## src/rtl/svc_soc_uart_tx_if.sv

```systemverilog
// Byte stream handshake into the UART transmitter queue.
interface svc_soc_uart_tx_if;
    logic       s_valid;
    logic [7:0] s_data;
    logic       s_ready;

    modport master (output s_valid, output s_data, input s_ready);
    modport slave  (input s_valid, input s_data, output s_ready);
endinterface

```

## src/rtl/svc_soc_uart_tx.sv

```systemverilog
// Buffered 8N1 UART transmitter: byte queue feeding a back-to-back serializer.
// Define SVC_SOC_UART_TX_FIFO_EN for a FIFO_DEPTH-byte queue; otherwise a single holding register.
module svc_soc_uart_tx #(
    parameter int unsigned CLOCK_FREQ = 100_000_000,
    parameter int unsigned BAUD_RATE  = 115_200,
    parameter int unsigned FIFO_DEPTH = 16,
    localparam int unsigned LEVEL_W   = $clog2(FIFO_DEPTH + 1)
) (
    input  logic               clk,
    input  logic               rst,
    svc_soc_uart_tx_if.slave   s_bus,
    output logic               txd,
    output logic               busy,
    output logic [LEVEL_W-1:0] level
);

    localparam int unsigned CLKS_PER_BIT = CLOCK_FREQ / BAUD_RATE;
    localparam int unsigned BAUD_W       = (CLKS_PER_BIT > 1) ? $clog2(CLKS_PER_BIT) : 1;
    localparam logic [BAUD_W-1:0] BAUD_LAST = BAUD_W'(CLKS_PER_BIT - 1);

    if (CLKS_PER_BIT < 2) begin : g_baud_check
        $fatal(1, "svc_soc_uart_tx: CLOCK_FREQ / BAUD_RATE must be at least 2");
    end

    typedef enum logic [1:0] {IDLE, START, DATA, STOP} state_e;

    state_e              state_q, state_d;
    logic [BAUD_W-1:0]   baud_q, baud_d;
    logic [2:0]          bit_idx_q, bit_idx_d;
    logic [7:0]          shift_q, shift_d;
    logic                txd_q, txd_d;
    logic                busy_q;
    logic                ready_q;
    logic [LEVEL_W-1:0]  level_q, level_d;
    logic                push_c, pop_c, baud_done_c;
    logic [7:0]          head_c;

    assign push_c      = s_bus.s_valid && ready_q;
    assign baud_done_c = (baud_q == BAUD_LAST);
    assign level_d     = level_q + LEVEL_W'(push_c) - LEVEL_W'(pop_c);

`ifdef SVC_SOC_UART_TX_FIFO_EN
    localparam int unsigned PTR_W = $clog2(FIFO_DEPTH);
    localparam logic [LEVEL_W-1:0] FULL_LEVEL = LEVEL_W'(FIFO_DEPTH);

    if ((FIFO_DEPTH < 2) || ((FIFO_DEPTH & (FIFO_DEPTH - 1)) != 0)) begin : g_depth_check
        $fatal(1, "svc_soc_uart_tx: FIFO_DEPTH must be a power of two >= 2");
    end

    logic [7:0]       mem [FIFO_DEPTH];
    logic [PTR_W-1:0] wr_ptr_q, rd_ptr_q;

    always_ff @(posedge clk) begin
        if (push_c) mem[wr_ptr_q] <= s_bus.s_data;
    end

    // Pointers wrap naturally at FIFO_DEPTH.
    always_ff @(posedge clk or posedge rst) begin
        if (rst) begin
            wr_ptr_q <= '0;
            rd_ptr_q <= '0;
        end else begin
            if (push_c) wr_ptr_q <= wr_ptr_q + PTR_W'(1);
            if (pop_c)  rd_ptr_q <= rd_ptr_q + PTR_W'(1);
        end
    end

    assign head_c = mem[rd_ptr_q];
`else
    localparam logic [LEVEL_W-1:0] FULL_LEVEL = LEVEL_W'(1);

    logic [7:0] hold_q;

    always_ff @(posedge clk) begin
        if (push_c) hold_q <= s_bus.s_data;
    end

    assign head_c = hold_q;
`endif

    // State register.
    always_ff @(posedge clk or posedge rst) begin
        if (rst) state_q <= IDLE;
        else     state_q <= state_d;
    end

    // Next-state logic; STOP chains straight into START when bytes are pending.
    always_comb begin
        state_d = state_q;
        case (state_q)
            IDLE:    if (level_q != '0) state_d = START;
            START:   if (baud_done_c) state_d = DATA;
            DATA:    if (baud_done_c && (bit_idx_q == 3'd7)) state_d = STOP;
            STOP:    if (baud_done_c) state_d = (level_q != '0) ? START : IDLE;
            default: state_d = IDLE;
        endcase
    end

    // Output and datapath next values.
    always_comb begin
        pop_c     = 1'b0;
        baud_d    = baud_q + BAUD_W'(1);
        bit_idx_d = bit_idx_q;
        shift_d   = shift_q;
        txd_d     = 1'b1;
        if (state_d != state_q) baud_d = '0;
        case (state_q)
            IDLE: begin
                baud_d = '0;
                if (state_d == START) begin
                    pop_c   = 1'b1;
                    shift_d = head_c;
                end
            end
            START: if (baud_done_c) bit_idx_d = '0;
            DATA: if (baud_done_c) begin
                shift_d   = shift_q >> 1;
                bit_idx_d = bit_idx_q + 3'd1;
                baud_d    = '0;
            end
            STOP: if (state_d == START) begin
                pop_c   = 1'b1;
                shift_d = head_c;
            end
            default: ;
        endcase
        case (state_d)
            START:   txd_d = 1'b0;
            DATA:    txd_d = shift_d[0];
            default: txd_d = 1'b1;
        endcase
    end

    // Registered datapath and outputs; reset forces the line idle immediately.
    always_ff @(posedge clk or posedge rst) begin
        if (rst) begin
            baud_q    <= '0;
            bit_idx_q <= '0;
            shift_q   <= '0;
            txd_q     <= 1'b1;
            level_q   <= '0;
            ready_q   <= 1'b1;
            busy_q    <= 1'b0;
        end else begin
            baud_q    <= baud_d;
            bit_idx_q <= bit_idx_d;
            shift_q   <= shift_d;
            txd_q     <= txd_d;
            level_q   <= level_d;
            ready_q   <= (level_d != FULL_LEVEL);
            busy_q    <= (state_d != IDLE) || (level_d != '0);
        end
    end

    assign s_bus.s_ready = ready_q;
    assign txd           = txd_q;
    assign busy          = busy_q;
    assign level         = level_q;

endmodule
```

## src/flat_wrapper.sv

```systemverilog
// flat-port wrapper written by rule: the top's interface ports become plain ports
module svc_soc_uart_tx_flat 
#(
    parameter int unsigned CLOCK_FREQ = 100_000_000,
    parameter int unsigned BAUD_RATE  = 115_200,
    parameter int unsigned FIFO_DEPTH = 16,
    localparam int unsigned LEVEL_W   = $clog2(FIFO_DEPTH + 1)
)
  (clk, rst, txd, busy, level, s_bus_s_valid, s_bus_s_data, s_bus_s_ready);
  svc_soc_uart_tx_if s_bus_i ();
  input  logic clk;
  input  logic rst;
  output logic txd;
  output logic busy;
  output logic [LEVEL_W-1:0] level;
  input wire logic [$bits(s_bus_i.s_valid)-1:0] s_bus_s_valid;
  input wire logic [$bits(s_bus_i.s_data)-1:0] s_bus_s_data;
  output wire logic [$bits(s_bus_i.s_ready)-1:0] s_bus_s_ready;
  assign s_bus_i.s_valid = s_bus_s_valid;
  assign s_bus_i.s_data = s_bus_s_data;
  assign s_bus_s_ready = s_bus_i.s_ready;
  svc_soc_uart_tx #(.CLOCK_FREQ(CLOCK_FREQ), .BAUD_RATE(BAUD_RATE), .FIFO_DEPTH(FIFO_DEPTH)) u_core (.clk(clk), .rst(rst), .s_bus(s_bus_i), .txd(txd), .busy(busy), .level(level));
endmodule
```

## config.mk

```make
export PLATFORM = sky130hd
export DESIGN_NAME = svc_soc_uart_tx_flat
export DESIGN_NICKNAME = d
export VERILOG_FILES = /design/src/rtl/svc_soc_uart_tx_if.sv /design/src/rtl/svc_soc_uart_tx.sv /design/src/flat_wrapper.sv
export SDC_FILE = /design/constraint.sdc
export NUM_CORES = 1
export LEC_CHECK = 0
export ABC_CLOCK_PERIOD_IN_PS = 10150
export BUFFER_PORTS_ARGS = -buffer_cell sky130_fd_sc_hd__buf_2
export CAP_MARGIN = 20
export CORE_ASPECT_RATIO = 0.7
export CORE_UTILIZATION = 55
export CTS_CLUSTER_DIAMETER = 40
export CTS_CLUSTER_SIZE = 8
export DETAILED_ROUTE_END_ITERATION = 7
export PLACE_DENSITY = 0.75
export REMOVE_ABC_BUFFERS = 1
export SKIP_LAST_GASP = 1
export SLEW_MARGIN = 15
export SYNTH_ARGS = -nofsm -noshare
export SYNTH_HDL_FRONTEND = slang
export SYNTH_SLANG_ARGS = --single-unit
```

## constraint.sdc

```tcl
create_clock -name clk -period 10.15 [get_ports clk]
set_input_delay 0.5075 -clock clk [delete_from_list [all_inputs] [get_ports clk]]
set_output_delay 0.5075 -clock clk [all_outputs]
set_load 0.01 [all_outputs]
```

# Yosys cells after proc, flatten, opt, wreduce, memory -nomap -nowiden

Cells that the tools add are included.

Output and inout port bits: 8
Input port bits: 11
Flip-flop bits (word level): 39

Reductions and logical operators: 12
Eq/ne operators: 12
$add $sub $neg: 4
Multiplexer cells: 18

Operator list:

| kind                                                | number |
|---|---|
| two-way mux 10 bit                                  | 2 |
| case mux 10 bit (2 select lines)                    | 1 |
| two-way mux 8 bit                                   | 2 |
| case mux 8 bit (2 select lines)                     | 1 |
| adder 10 x 1 -> 10 bit, second input constant       | 1 |
| equality test 10 bit, second input constant         | 1 |
| nonzero test 5 bit                                  | 2 |
| two-way mux 2 bit                                   | 4 |
| case mux 2 bit (4 select lines)                     | 1 |
| equality test 2 bit, second input constant          | 3 |
| two-way mux 3 bit                                   | 2 |
| != test 2 x 1 -> 1 bit, second input constant       | 3 |
| case mux 3 bit (2 select lines)                     | 1 |
| AND reduction 3 bit                                 | 2 |
| nonzero test 2 bit                                  | 3 |
| adder 5 x 1 -> 5 bit                                | 1 |
| != test 5 x 1 -> 1 bit, second input constant       | 1 |
| subtractor 5 x 1 -> 5 bit                           | 1 |
| equality test 2 x 1 -> 1 bit, second input constant | 2 |
| adder 3 x 1 -> 3 bit, second input constant         | 1 |
| equality test 3 bit, second input constant          | 1 |
| two-way mux 1 bit                                   | 3 |
| logical AND 1 bit                                   | 2 |
| logical NOT 2 bit                                   | 1 |
| 4 further kinds                                     | 4 |

# Logic depth before layout (Yosys ltp)

Depth after elaboration: 10
Gate-level depth with buffers: 20
Mapped depth without buffers: 19

# Worst setup path after synthesis

OpenSTA, ideal clock, no wires.

Path type: register to register
Start: reg u_core.baud_q[3]
End: reg u_core.busy_q, in the netlist u_core.busy
Required time: 10.012 ns
Arrival time: 3.487 ns
Path slack: 6.524 ns
Stages on the path, launching flop included: 18
Cell sequence: dfrtp_1 or4b_4 or3_1 buf_4 mux2i_4 nand2_2 nor3_1 ha_1 inv_1 ha_1 inv_1 fa_1 inv_1 a21oi_1 o21bai_1 xnor2_1 nor4_1 nand3_1

Word-level cells in the longest chain between the ends: 10

Ends and longest elaborated chain:

| item                              | RTL line                                       | source |
|---|---|---|
| from (decl)                       | svc_soc_uart_tx.sv:28                          | `logic [BAUD_W-1:0] baud_q, baud_d;` |
| from (signal assigned)            | svc_soc_uart_tx.sv:145                         | `baud_q <= baud_d;` |
| equality test 10 bit *            | svc_soc_uart_tx.sv:39                          | `assign baud_done_c = (baud_q == BAUD_LAST);` |
| logical AND 1 bit                 | svc_soc_uart_tx.sv:93                          | `DATA: if (baud_done_c && (bit_idx_q == 3'd7)) state_d = STOP;` |
| two-way mux 2 bit                 | svc_soc_uart_tx.sv:93                          |  |
| case mux 2 bit (4 select lines) * | svc_soc_uart_tx.sv:90                          | `case (state_q)` |
| equality test 2 x 1 -> 1 bit *    | svc_soc_uart_tx.sv:110, svc_soc_uart_tx.sv:121 |  |
| two-way mux 1 bit *               | svc_soc_uart_tx.sv:110, svc_soc_uart_tx.sv:121 |  |
| two-way mux 1 bit *               | -                                              |  |
| subtractor 5 x 1 -> 5 bit *       | svc_soc_uart_tx.sv:40                          | `assign level_d = level_q + LEVEL_W'(push_c) - LEVEL_W'(pop_c);` |
| via u_core.level_d[4]             | svc_soc_uart_tx.sv:34                          | `logic [LEVEL_W-1:0] level_q, level_d;` |
| nonzero test 5 bit *              | svc_soc_uart_tx.sv:151                         | `busy_q <= (state_d != IDLE) \|\| (level_d != '0);` |
| logical OR 1 bit *                | svc_soc_uart_tx.sv:151                         |  |
| to (signal assigned)              | svc_soc_uart_tx.sv:151                         |  |
| to (decl)                         | svc_soc_uart_tx.sv:32                          | `logic busy_q;` |

The timed path passes the listed nets; every way through them passes the cells marked *.
A chain may end at the register's enable or synchronous reset.

# Worst setup path after layout

Start: reg u_core.state_q[0]
End: reg u_core.busy_q, in the netlist u_core.busy

Word-level cells in the longest chain between the ends: 8

Ends and longest elaborated chain:

| item                                              | RTL line                                       | source |
|---|---|---|
| from (decl)                                       | svc_soc_uart_tx.sv:27                          | `state_e state_q, state_d;` |
| from (signal assigned)                            | svc_soc_uart_tx.sv:84                          | `else state_q <= state_d;` |
| equality test 2 bit, or another cell as far along | svc_soc_uart_tx.sv:90                          |  |
| case mux 2 bit (4 select lines) *                 | svc_soc_uart_tx.sv:90                          |  |
| via u_core.state_d[1]                             | svc_soc_uart_tx.sv:27                          |  |
| equality test 2 x 1 -> 1 bit *                    | svc_soc_uart_tx.sv:110, svc_soc_uart_tx.sv:121 |  |
| two-way mux 1 bit *                               | svc_soc_uart_tx.sv:110, svc_soc_uart_tx.sv:121 |  |
| two-way mux 1 bit *                               | -                                              |  |
| subtractor 5 x 1 -> 5 bit *                       | svc_soc_uart_tx.sv:40                          |  |
| via u_core.level_d[4]                             | svc_soc_uart_tx.sv:34                          |  |
| nonzero test 5 bit *                              | svc_soc_uart_tx.sv:151                         |  |
| logical OR 1 bit *                                | svc_soc_uart_tx.sv:151                         |  |

Marks and branches as above.

==> impl_summary.log <==
INFO  metric outcome = complete, no violations
INFO  metric vias_per_cell = roughly 5.6
INFO  metric achievable-frequency = between 0.2 and 0.25 GHz
INFO  metric power_per_standard_cell_area = around 190 mW/mm2
INFO  metric drt-pass1-iter-count = 5
INFO  metric synthArstFlopShare = about four fifths
INFO  metric cts_resized = 0
INFO  metric detail_route.wl_per_cell = 15.48 um
INFO  metric starting_density_of_the_core = 58.47%
INFO  metric p_total = roughly 440 uW
INFO  metric clk_root_buffer_cell = sky130_fd_sc_hd__clkbuf_8
INFO  metric placeable_area = between 0.003 and 0.004 mm2
INFO  metric drv_slew = 0
INFO  metric worst_slew_margin_rel = between 60% and 70%
INFO  metric num_vias = between 1k and 1.5k
INFO  metric ant_nets = 0
INFO  metric final_setup_violation_count = 0
INFO  metric vdd_ir_drop_max = between 0.1 and 0.15 mV
INFO  metric p_leak = ~0.0010 uW
INFO  metric cts_buffers = 5
INFO  metric synthCells = 189
INFO  metric tns = 0 ns
INFO  metric n_fill_cell = between 200 and 300
INFO  metric worst_path_max_delay_cell = sky130_fd_sc_hd__dfrtp_1
INFO  metric critical_path_cell_sequence = inv_1 -> ha_1 -> inv_1 -> o31ai_1 -> a21oi_1 -> or2_2 -> clkinv_4 -> nor3_1 -> ha_1 -> inv_1 -> ha_1 -> inv_1 -> fa_1 -> inv_1 -> a21oi_1 -> o21bai_1 -> xnor2_1 -> nor4_1 -> nand3_1
INFO  metric synth_area_per_cell = around 11 um2
INFO  metric period_needed = about 4.1 ns
INFO  metric synth-seq-cells = 39
INFO  metric max_cap_violations = 0
INFO  metric antenna_found_initial = 0
INFO  metric die_outline_area = approximately 0.004 mm2
INFO  metric nNetsFinal = 240
INFO  metric htree_num_levels = 2
INFO  metric crit_family = adder cells
INFO  metric crit_path_start_kind = flop
INFO  metric number_of_flops_mapped_to_enable_cells_by_yosys = 8
INFO  metric top_level_ports = 19
INFO  metric holdCritPathClass = input pin to async pin
INFO  metric dieHeight = ~54 um
INFO  metric drt-initial-drc-count = between 70 and 80
INFO  metric worst-endpoint-required = just over 10 ns
INFO  metric dp.final_hpwl = between 3 and 4 mm
INFO  metric grt_pass1_vias = 1,415
INFO  metric critPathCaptureType = flop
INFO  metric areaGrowthSynthToFinish = 12.41%
INFO  metric post-route-drc-count = 0
INFO  metric path_class = flop to flop
INFO  metric worstMarginPinSlew = about 0.59 ns
INFO  metric worst_skew_pair.late_latency = 0.30 ns
INFO  metric cts_tree = built
INFO  metric antennaDiodeCount = 0
INFO  metric worst_path_largest_cell_delay = 0.57 ns
INFO  metric final.hold.worst_slack = 0.2782 ns
INFO  metric cts_sinks = 39
INFO  metric worst-path-max-fanout = 9
INFO  metric timing_hold_violations_final = 0
INFO  metric yosysSeqAreaShare = between 40% and 50%
INFO  metric grt_overflow = 0
INFO  metric critPathMostFrequentCell = sky130_fd_sc_hd__inv_1
INFO  metric area.sequential = 0.001018 mm2
INFO  metric min_period_over_period = 40.28%
INFO  metric count_of_input_and_output_buffers = 18
INFO  metric grt_first_pass_wirelength = roughly 6.8 mm
INFO  metric cp_data_arrival_time = 4.25 ns
INFO  metric floorplan.rows = 18
INFO  metric grt_setup_unrepaired = no
INFO  metric cts_hold_repair.buffers = 0
INFO  metric post_cts_buffers = 0
INFO  metric detail_route.wirelength = 4.088 mm
INFO  metric fin_skew = roughly 0.011 ns
INFO  metric synth_unique_cells = 46
INFO  metric clk_pin_slew_worst_paths = ~0.080 ns
INFO  metric synth_top_flop_cell = sky130_fd_sc_hd__dfrtp_1
INFO  metric gpl.final_weighted_congestion = 0.9152
INFO  metric synth-warning-count = 0
INFO  metric clockBufferDepth = 2
INFO  metric grt_max_degree = 32
INFO  metric cp.buffers_inverters = 6
INFO  metric multi_input_comb_area = around 0.001 mm2
INFO  metric synth.cell_area = 0.002107 mm2
INFO  metric grt_util_overall = 22.93%
INFO  metric drive_above_1_share = about a fifth
INFO  metric chipWidth = around 76 um
[cell type report]
cell class / count / share of cell area, %
repair buffers: 19 / 4.120
well taps: 50 / 2.641
clock inverters: 3 / 1.849
inverters: 18 / 3.064
multi-input cells: 130 / 42.42
clock buffers: 5 / 2.905
flip-flops and latches: 39 / 43.00
[flip-flops by register name (all words and copies together), names as in the netlist]
register              flops
u_core.shift_q            8
u_core.txd                1
u_core.level              5
u_core.state_q            2
u_core.s_bus.s_ready      1
u_core.bit_idx_q          3
u_core.busy               1
u_core.baud_q            10
u_core.head_c             8
[synth_stat cells (2+ instances only)]
cell | instances | area, um2
sky130_fd_sc_hd__dfrtp_1 | 29 | 725.7
sky130_fd_sc_hd__inv_1 | 17 | 63.81
sky130_fd_sc_hd__ha_1 | 15 | 187.7
sky130_fd_sc_hd__nand2_1 | 14 | 52.55
sky130_fd_sc_hd__nor3_1 | 12 | 60.06
sky130_fd_sc_hd__o21ai_0 | 10 | 50.05
sky130_fd_sc_hd__edfxtp_1 | 8 | 240.2
sky130_fd_sc_hd__nor2_1 | 8 | 30.03
sky130_fd_sc_hd__a2bb2oi_1 | 6 | 52.55
sky130_fd_sc_hd__xnor2_1 | 6 | 52.55
sky130_fd_sc_hd__xor2_1 | 6 | 52.55
sky130_fd_sc_hd__a21oi_1 | 5 | 25.02
sky130_fd_sc_hd__nand3_1 | 4 | 20.02
sky130_fd_sc_hd__a22o_1 | 3 | 26.28
sky130_fd_sc_hd__nand4_1 | 3 | 18.77
sky130_fd_sc_hd__nor2b_1 | 3 | 18.77
sky130_fd_sc_hd__or3_1 | 3 | 18.77
sky130_fd_sc_hd__a211oi_1 | 2 | 15.01
sky130_fd_sc_hd__a21o_1 | 2 | 15.01
sky130_fd_sc_hd__and2_1 | 2 | 12.51
sky130_fd_sc_hd__dfstp_2 | 2 | 52.55
sky130_fd_sc_hd__nand2b_1 | 2 | 12.51
sky130_fd_sc_hd__nand3b_1 | 2 | 15.01
sky130_fd_sc_hd__nand4b_1 | 2 | 17.52
sky130_fd_sc_hd__o31ai_1 | 2 | 15.01
[worst paths after layout]
| kind | start | end | slack (ns) | depth (start not counted) |
|---|---|---|---|---|
| setup / recovery | u_core.state_q[0] | u_core.busy | 6.06 | 19 |
| hold / removal | rst | u_core.shift_q[2] | 0.28 | 3 |
| setup reg to reg | u_core.state_q[0] | u_core.busy | 6.06 | 19 |
| hold reg to reg | u_core.baud_q[0] | u_core.baud_q[0] | 0.50 | 1 |
| max in group asynchronous | rst | u_core.s_bus.s_ready | 9.55 | 3 |
| min in group clk | s_bus_s_data[7] | u_core.head_c[7] | 0.38 | 1 |
[metrics by stage]
step	area (um2)	cells	utilization [%]	worst slack, ns
floorplan	2096	187	-	6.510
global placement	2256	256	62.60	6.360
detailed placement	2256	256	62.60	6.126
CTS	2369	264	65.73	6.109
global route	2369	264	65.73	5.782
finish	2369	264	65.73	6.062
[layout by cell type (no fill, tap or decap), types with 2 or more instances in the layout]
master                      instances
sky130_fd_sc_hd__dfstp_2            2
sky130_fd_sc_hd__nor3_1            12
sky130_fd_sc_hd__o31ai_1            2
sky130_fd_sc_hd__and2_1             2
sky130_fd_sc_hd__clkbuf_8           5
sky130_fd_sc_hd__ha_1              15
sky130_fd_sc_hd__clkinv_4           2
sky130_fd_sc_hd__edfxtp_1           8
sky130_fd_sc_hd__a21oi_1            5
sky130_fd_sc_hd__a21o_1             2
sky130_fd_sc_hd__a211oi_1           2
sky130_fd_sc_hd__nand3b_1           2
sky130_fd_sc_hd__nand4_1            3
sky130_fd_sc_hd__nand3_1            4
sky130_fd_sc_hd__nand4b_1           2
sky130_fd_sc_hd__o21ai_0           10
sky130_fd_sc_hd__or3_1              3
sky130_fd_sc_hd__inv_1             17
sky130_fd_sc_hd__a2bb2oi_1          6
sky130_fd_sc_hd__a22o_1             3
sky130_fd_sc_hd__nand2b_1           2
sky130_fd_sc_hd__nor2b_1            3
sky130_fd_sc_hd__nand2_1           14
sky130_fd_sc_hd__nor2_1             8
sky130_fd_sc_hd__dfrtp_1           29
sky130_fd_sc_hd__xor2_1             6
sky130_fd_sc_hd__xnor2_1            6
sky130_fd_sc_hd__buf_2             18
[worst min-delay path, delay by kind of cell]
kind / cells / cell delay (ns)
buffers and inverters: 3 / 0.48
[logic make-up after synthesis]
logic type	synth area share (%)
xor+xnor	6.295
simple gates	16.03
buf+inv	3.979
flops	48.34
compound gates	13.90
mux	1.603
fa+ha+maj	9.858
[routing by layer]
metal  global-route usage, %  part of all wire (%)  up-vias
li1                        -                     -      716
met1                   31.47                    51      707
met2                   35.30                    41       37
met3                   5.254                   5.0       11
met4                   10.58                   2.2        0
met5                       0                     0        -
[report_power, final]
part | leakage [uW] | internal (uW) | total, uW | switching, uW
combinational | 0.000517 | 48.0 | 114 | 66.4
clock | 0.0000581 | 73.1 | 128 | 54.7
sequential | 0.000454 | 183 | 198 | 14.5
total | 0.00103 | 305 | 440 | 136
Power figures use the tool's default switching activity.
